`src/rtl/shift_sequencer_if.sv`:
```
// Command/result bundle for shift_sequencer: one command in, one result out.
interface shift_sequencer_if #(
  parameter int WIDTH = 8,
  parameter int AMT_W = 3
);
  logic             start_valid;
  logic             start_ready;
  logic [2:0]       op;
  logic [AMT_W-1:0] amt;
  logic [WIDTH-1:0] data_in;
  logic             busy;
  logic             done;
  logic [WIDTH-1:0] result;
  logic             err;

  modport master (
    output start_valid, op, amt, data_in,
    input  start_ready, busy, done, result, err
  );

  modport slave (
    input  start_valid, op, amt, data_in,
    output start_ready, busy, done, result, err
  );
endinterface

```
`src/rtl/shift_sequencer.sv`:
```
// Multi-step shift controller: accepts one command, applies one single-bit
// shift per clock until the count is exhausted, then pulses done with the result.
module shift_sequencer #(
  parameter int WIDTH = 8,  // must be >= 2
  parameter int AMT_W = 3   // $clog2(WIDTH)
) (
  input  logic              clk,
  input  logic              rst,
  shift_sequencer_if.slave  cmd
);

  typedef enum logic [1:0] {
    IDLE,
    SHIFT,
    DONE
  } state_e;

  typedef enum logic [2:0] {
    OP_BAD0 = 3'd0,
    OP_LSL  = 3'd1,
    OP_LSR  = 3'd2,
    OP_ASL  = 3'd3,
    OP_ASR  = 3'd4,
    OP_ROL  = 3'd5,
    OP_ROR  = 3'd6,
    OP_BAD7 = 3'd7
  } op_e;

  state_e           state_q, state_d;
  op_e              op_q, op_d;
  logic [WIDTH-1:0] w_q, w_d;
  logic [AMT_W-1:0] cnt_q, cnt_d;
  logic             err_q, err_d;
  logic             done_q, done_d;

  logic             accept;
  logic             op_valid;
  logic [WIDTH-1:0] step;

  assign cmd.start_ready = (state_q == IDLE);
  assign cmd.busy        = (state_q == SHIFT) || (state_q == DONE);
  assign cmd.done        = done_q;
  assign cmd.result      = w_q;
  assign cmd.err         = err_q;

  assign accept   = cmd.start_valid && (state_q == IDLE);
  assign op_valid = (cmd.op != OP_BAD0) && (cmd.op != OP_BAD7);

  // Single-bit step on the working register, selected by the latched op.
  always_comb begin
    step = w_q;
    case (op_q)
      OP_LSL, OP_ASL: step = {w_q[WIDTH-2:0], 1'b0};
      OP_LSR:         step = {1'b0, w_q[WIDTH-1:1]};
      OP_ASR:         step = {w_q[WIDTH-1], w_q[WIDTH-1:1]};
      OP_ROL:         step = {w_q[WIDTH-2:0], w_q[WIDTH-1]};
      OP_ROR:         step = {w_q[0], w_q[WIDTH-1:1]};
      default:        step = w_q;
    endcase
  end

  always_comb begin
    state_d = state_q;
    op_d    = op_q;
    w_d     = w_q;
    cnt_d   = cnt_q;
    err_d   = err_q;
    done_d  = 1'b0;

    case (state_q)
      IDLE: begin
        if (accept) begin
          op_d  = op_e'(cmd.op);
          w_d   = cmd.data_in;
          cnt_d = cmd.amt;
          err_d = 1'b0;
          if (!op_valid) begin
            w_d     = '0;
            err_d   = 1'b1;
            state_d = DONE;
            done_d  = 1'b1;
          end else if (cmd.amt == '0) begin
            state_d = DONE;
            done_d  = 1'b1;
          end else begin
            state_d = SHIFT;
          end
        end
      end

      SHIFT: begin
        w_d = step;
        if (cnt_q != '0) begin
          cnt_d = cnt_q - AMT_W'(1);
        end
        // Count of 1 means this edge applies the final step.
        if (cnt_q <= AMT_W'(1)) begin
          state_d = DONE;
          done_d  = 1'b1;
        end
      end

      DONE: begin
        state_d = IDLE;
      end

      default: begin
        state_d = IDLE;
      end
    endcase
  end

  always_ff @(posedge clk) begin
    if (rst) begin
      state_q <= IDLE;
      op_q    <= OP_BAD0;
      w_q     <= '0;
      cnt_q   <= '0;
      err_q   <= 1'b0;
      done_q  <= 1'b0;
    end else begin
      state_q <= state_d;
      op_q    <= op_d;
      w_q     <= w_d;
      cnt_q   <= cnt_d;
      err_q   <= err_d;
      done_q  <= done_d;
    end
  end

endmodule
```
`src/flat_wrapper.sv`:
```
// flat-port wrapper written by rule: the top's interface ports become plain ports
module shift_sequencer_flat 
#(
  parameter int WIDTH = 8,                 
  parameter int AMT_W = 3                   
)
  (clk, rst, cmd_start_valid, cmd_op, cmd_amt, cmd_data_in, cmd_start_ready, cmd_busy, cmd_done, cmd_result, cmd_err);
  shift_sequencer_if #(.WIDTH(WIDTH), .AMT_W(AMT_W)) cmd_i ();
  input  logic clk;
  input  logic rst;
  input wire logic [$bits(cmd_i.start_valid)-1:0] cmd_start_valid;
  input wire logic [$bits(cmd_i.op)-1:0] cmd_op;
  input wire logic [$bits(cmd_i.amt)-1:0] cmd_amt;
  input wire logic [$bits(cmd_i.data_in)-1:0] cmd_data_in;
  output wire logic [$bits(cmd_i.start_ready)-1:0] cmd_start_ready;
  output wire logic [$bits(cmd_i.busy)-1:0] cmd_busy;
  output wire logic [$bits(cmd_i.done)-1:0] cmd_done;
  output wire logic [$bits(cmd_i.result)-1:0] cmd_result;
  output wire logic [$bits(cmd_i.err)-1:0] cmd_err;
  assign cmd_i.start_valid = cmd_start_valid;
  assign cmd_i.op = cmd_op;
  assign cmd_i.amt = cmd_amt;
  assign cmd_i.data_in = cmd_data_in;
  assign cmd_start_ready = cmd_i.start_ready;
  assign cmd_busy = cmd_i.busy;
  assign cmd_done = cmd_i.done;
  assign cmd_result = cmd_i.result;
  assign cmd_err = cmd_i.err;
  shift_sequencer #(.WIDTH(WIDTH), .AMT_W(AMT_W)) u_core (.clk(clk), .rst(rst), .cmd(cmd_i));
endmodule
```
`config.mk`:
```
export PLATFORM = sky130hd
export DESIGN_NAME = shift_sequencer_flat
export DESIGN_NICKNAME = d
export VERILOG_FILES = /design/src/rtl/shift_sequencer_if.sv /design/src/rtl/shift_sequencer.sv /design/src/flat_wrapper.sv
export SDC_FILE = /design/constraint.sdc
export NUM_CORES = 1
export LEC_CHECK = 0
export BUFFER_PORTS_ARGS = -buffer_cell sky130_fd_sc_hd__buf_2
export CAP_MARGIN = 10
export CORE_ASPECT_RATIO = 0.7
export CORE_UTILIZATION = 46
export CTS_CLUSTER_SIZE = 14
export DETAILED_ROUTE_END_ITERATION = 10
export GPL_ROUTABILITY_DRIVEN = 1
export GPL_TIMING_DRIVEN = 1
export PLACE_DENSITY_LB_ADDON = 0.05
export SYNTH_ARGS = -nofsm -noshare
export SYNTH_HDL_FRONTEND = slang
export SYNTH_SLANG_ARGS = --single-unit
```
`constraint.sdc`:
```
create_clock -name clk -period 1.7 [get_ports clk]
set_input_delay 0.34 -clock clk [delete_from_list [all_inputs] [get_ports clk]]
set_output_delay 0.34 -clock clk [all_outputs]
set_load 0.05 [all_outputs]
```
==> results.md <==
| Stage | Metric | This run |
|:---|:---|:---|
| run status | Result of the run | finished clean |
| power and ir drop | Clock network fraction of design power | 14.7% |
| sta | Final-report setup violation count | 0 |
| yosys | Flip-flop cell with the highest count after synthesis | sky130_fd_sc_hd__dfxtp_1 |
| cts | Worst-Skew Late Latency | 0.30 ns |
| global route | Global-route wire length before repair | 4.215 mm |
| yosys | Share of the yosys chip area belonging to registers | 32.58% |
| layout | Leading cell type in the layout, fill and taps excluded | sky130_fd_sc_hd__buf_2 |
| routing | Routed WL | 2.523 mm |
| cts | H-tree lvl count | 1 |
| critical path | Start-to-end type of the worst setup path | reg2reg |
| sta | Worst slew margin relative to its limit | 72.51% |
| yosys | Synthesized-area fraction occupied by ao, oa, aoi and oai cells | 23.53% |
| cts | CTS tree | yes |
| hold path | Kind of path behind the tightest hold check | in2reg |
| cts | Post-CTS setup buffer count | 0 |
| routing | Vias | 1018 |
| layout | Net count of the finished layout | 179 |
| global route | Pin count of the biggest net entering global routing | 20 |
| power and ir drop | Power density over the cells | 1085 nW/um^2 |
| cts | Total clock sinks | 18 |
| global route | Number of global-route vias before repair | 913 |
| layout | Layout Cell Area excl Fill | 1368 um^2 |
| sta | Clock period minus worst slack | 1.651 ns |
| layout | Highest-count cells in the layout ignoring fill and taps | sky130_fd_sc_hd__buf_2 (27), sky130_fd_sc_hd__dfxtp_1 (18), sky130_fd_sc_hd__buf_4 (10), sky130_fd_sc_hd__nand2_1 (8) |
| placement | Weighted congestion at the end of routability-driven global placement | 0.7962 |
| yosys | Mapped Nets | 141 |
| floorplan | Initial Util | 50.11% |
| sta | Unrepaired setup endpoints after global routing | true |
| floorplan | Row cnt | 14 |
| floorplan | Die extent in y | 43.03 um |
| power and ir drop | Switching power | 643.5 uW |
| power and ir drop | Int Power | 840.3 uW |
| yosys | Synthesis Warnings | 0 |
| yosys | Main combinational cell family by area after synthesis | simple AND/OR/NAND/NOR gates |
| layout | Layout filler cell count | 197 |
| routing | Final ANT Viol Nets | 0 |
| power and ir drop | Part of the power in registers | 36.3% |
| sta | Clock skew | 0.0006786 ns |
| placement | Cell area after placement | 1333 um^2 |
| critical path | Launching element type of the critical path | flop |
| yosys | Simple-gate share of the synthesized area | 25.90% |
| layout | Layout overhead on the synthesized area | 23.64% |
| floorplan | Die Wd | 60.61 um |
| routing | Routed wire per std cell | 13.49 um |
| power and ir drop | Highest ir drop seen on vdd | 0.0004638 V |
| yosys | Synth Area per Inst | 9.295 um^2 |
| cts | Hold_buf cts | 0 |
| yosys | Post-synthesis register bit count | 18 |
| power and ir drop | Part of the power in combinational logic | 49.0% |
| routing | Violation count after the first detailed-routing iteration | 54 |
| yosys | Multiplexer area fraction after synthesis | 7.466% |
| sta | Post-route clock period utilization | 97.13% |
| critical path | Critical Path RT | 1.89 ns |
| cts | Number of buffers added by the clock tree synthesis step | 3 |
| sta | Final Slew Violations | 0 |
| critical path | Crit path arrival time | 1.84 ns |
| yosys | Synthesized instance count | 119 |
| floorplan | Core area | 2207 um^2 |
| global route | Overall Global Routing Usage | 22.03% |
| global route | Initial antenna violation count | 0 |
| placement | # port buffers | 28 |
| routing | Drt via density | 5.444 |
| yosys | Post-Synth XOR/XNOR Area | 0% |
| flow run | Max_cap viols | 0 |
| floorplan | Full die area | 2608 um^2 |
| placement | Detailed Place HPWL | 1.940 mm |
| sta | Worst slew pin tran | 0.4120 ns |
| layout | Post-layout util | 61.96% |
| power and ir drop | Leak pwr | 0.5896 nW |
| routing | DRC Markers | 0 |
| cts | Clock-pin slew reported for the worst setup and hold paths after clock tree synthesis | 0.10 ns |
| routing | First-pass DRT Iterations | 4 |
| power and ir drop | Switching share of power | 43.37% |
| sta | Maximum achievable frequency | 605.6 MHz |
| yosys | Async S/R FF share, synth | 0% |
| cts | Cell at the root of the clock tree | sky130_fd_sc_hd__clkbuf_4 |
| critical path | Crit path capture type | flop |
| critical path | Critical-path maximum fanout | 6 |
| yosys | Number of distinct library cells after synthesis | 44 |
| cts | Gates resized, CTS repair | 0 |
| floorplan | Number of I/O pins | 29 |
| layout | Count of inserted antenna diode cells | 0 |
| yosys | EDFF count, synth | 0 |
| yosys | Adder-Cell Fraction of Synth Area | 5.656% |
| layout | Share of cells above drive strength 1 | 45.81% |
| cts | Maximum clock path buffer count | 2 |
| sta | Number of hold-slack violations in the final timing report | 0 |
| yosys | Total standard cell area after synthesis | 1106 um^2 |
| global route | Gr ovfl total | 0 |
## sequential cells by signal (all words and copies together) (netlist names)
| name | cells |
|---|---|
| u_core.op_q | 3 |
| u_core.cmd.done | 1 |
| u_core.state_q | 2 |
| u_core.cnt_q | 3 |
| u_core.cmd.err | 1 |
| u_core.cmd.result | 8 |
## worst max-delay path: stages (launching register included)
cell and delay, ns:
sky130_fd_sc_hd__dfxtp_1 0.32, sky130_fd_sc_hd__inv_1 0.08, sky130_fd_sc_hd__ha_2 0.23, sky130_fd_sc_hd__or4b_4 0.50, sky130_fd_sc_hd__and3_4 0.25, sky130_fd_sc_hd__nor2_2 0.12, sky130_fd_sc_hd__nor3_2 0.04
## layer usage
metal | GRT usage, % | vias up | wire, um
met5 | 0 | - | 0
met4 | 6.818 | 0 | 32
met3 | 6.402 | 5 | 163
met2 | 29.01 | 35 | 1045
met1 | 33.64 | 460 | 1282
li1 | - | 518 | -
## power by group through the flow
stage,clock (mW),sequential [mW],combinational (mW)
after floorplan,0,0.681,0.419
after global placement,0,0.547,0.710
after detailed placement,0,0.549,0.717
after CTS,0.228,0.539,0.721
after global routing,0.243,0.549,0.791
final,0.219,0.538,0.727
## cells in the mapped netlist, drive strengths merged, types with 2 or more instances
master	number	area (um^2)
dfxtp	18	360.4
mux2	7	82.57
o21ai	5	25.02
nor3	12	95.09
a21oi	7	35.03
nor2	12	60.06
ha	5	62.56
and3	2	17.52
nand2	8	30.03
buf	4	27.52
a211oi	4	35.03
inv	6	22.52
o21bai	3	26.27
a221oi	7	67.56
## through the flow
step / power (mW) / setup TNS, ns / worst slack (ns) / hold WS (ns) / cells
global route: 1.584 / -0.02943 / -0.01554 / 0.2860 / 187
finish: 1.484 / 0 / 0.04875 / 0.2814 / 187
floorplan: 1.099 / 0 / 0.05353 / 0.4540 / 119
detailed placement: 1.267 / 0 / 0.03346 / 0.4878 / 184
global placement: 1.257 / 0 / 0.1107 / 0.4854 / 184
CTS: 1.488 / 0 / 0.01644 / 0.2722 / 187
## worst paths after layout
kind	start	endpoint	slack, ns	cells past startpoint
setup / recovery	u_core.state_q[1]	u_core.cmd.result[2]	0.05	6
hold / removal	cmd_op[1]	u_core.op_q[1]	0.28	3
setup reg to reg	u_core.state_q[1]	u_core.cmd.result[2]	0.05	6
hold reg to reg	u_core.cmd.err	u_core.cmd.err	0.50	2
## kinds of logic (layout without fill, tap and decap cells)
| group | count (synthesis) | in the layout |
|---|---|---|
| muxes | 7 | 7 |
| buffers and inverters | 11 | 47 |
| and+or+nand+nor | 44 | 44 |
| adders and majority gates | 5 | 5 |
| DFF | 18 | 18 |
| AOI/OAI and AO/OA | 34 | 34 |
## layout make-up
cell class,instances,area (um^2),share of cell area [%]
sequential,18,360.3,26.35
clock buffer,3,22.52,1.647
multi-input combinational,90,704.4,51.51
timing repair buffer,38,217.7,15.92
tap,32,40.04,2.928
inverter,6,22.52,1.647
Power figures use the tool's default switching activity.
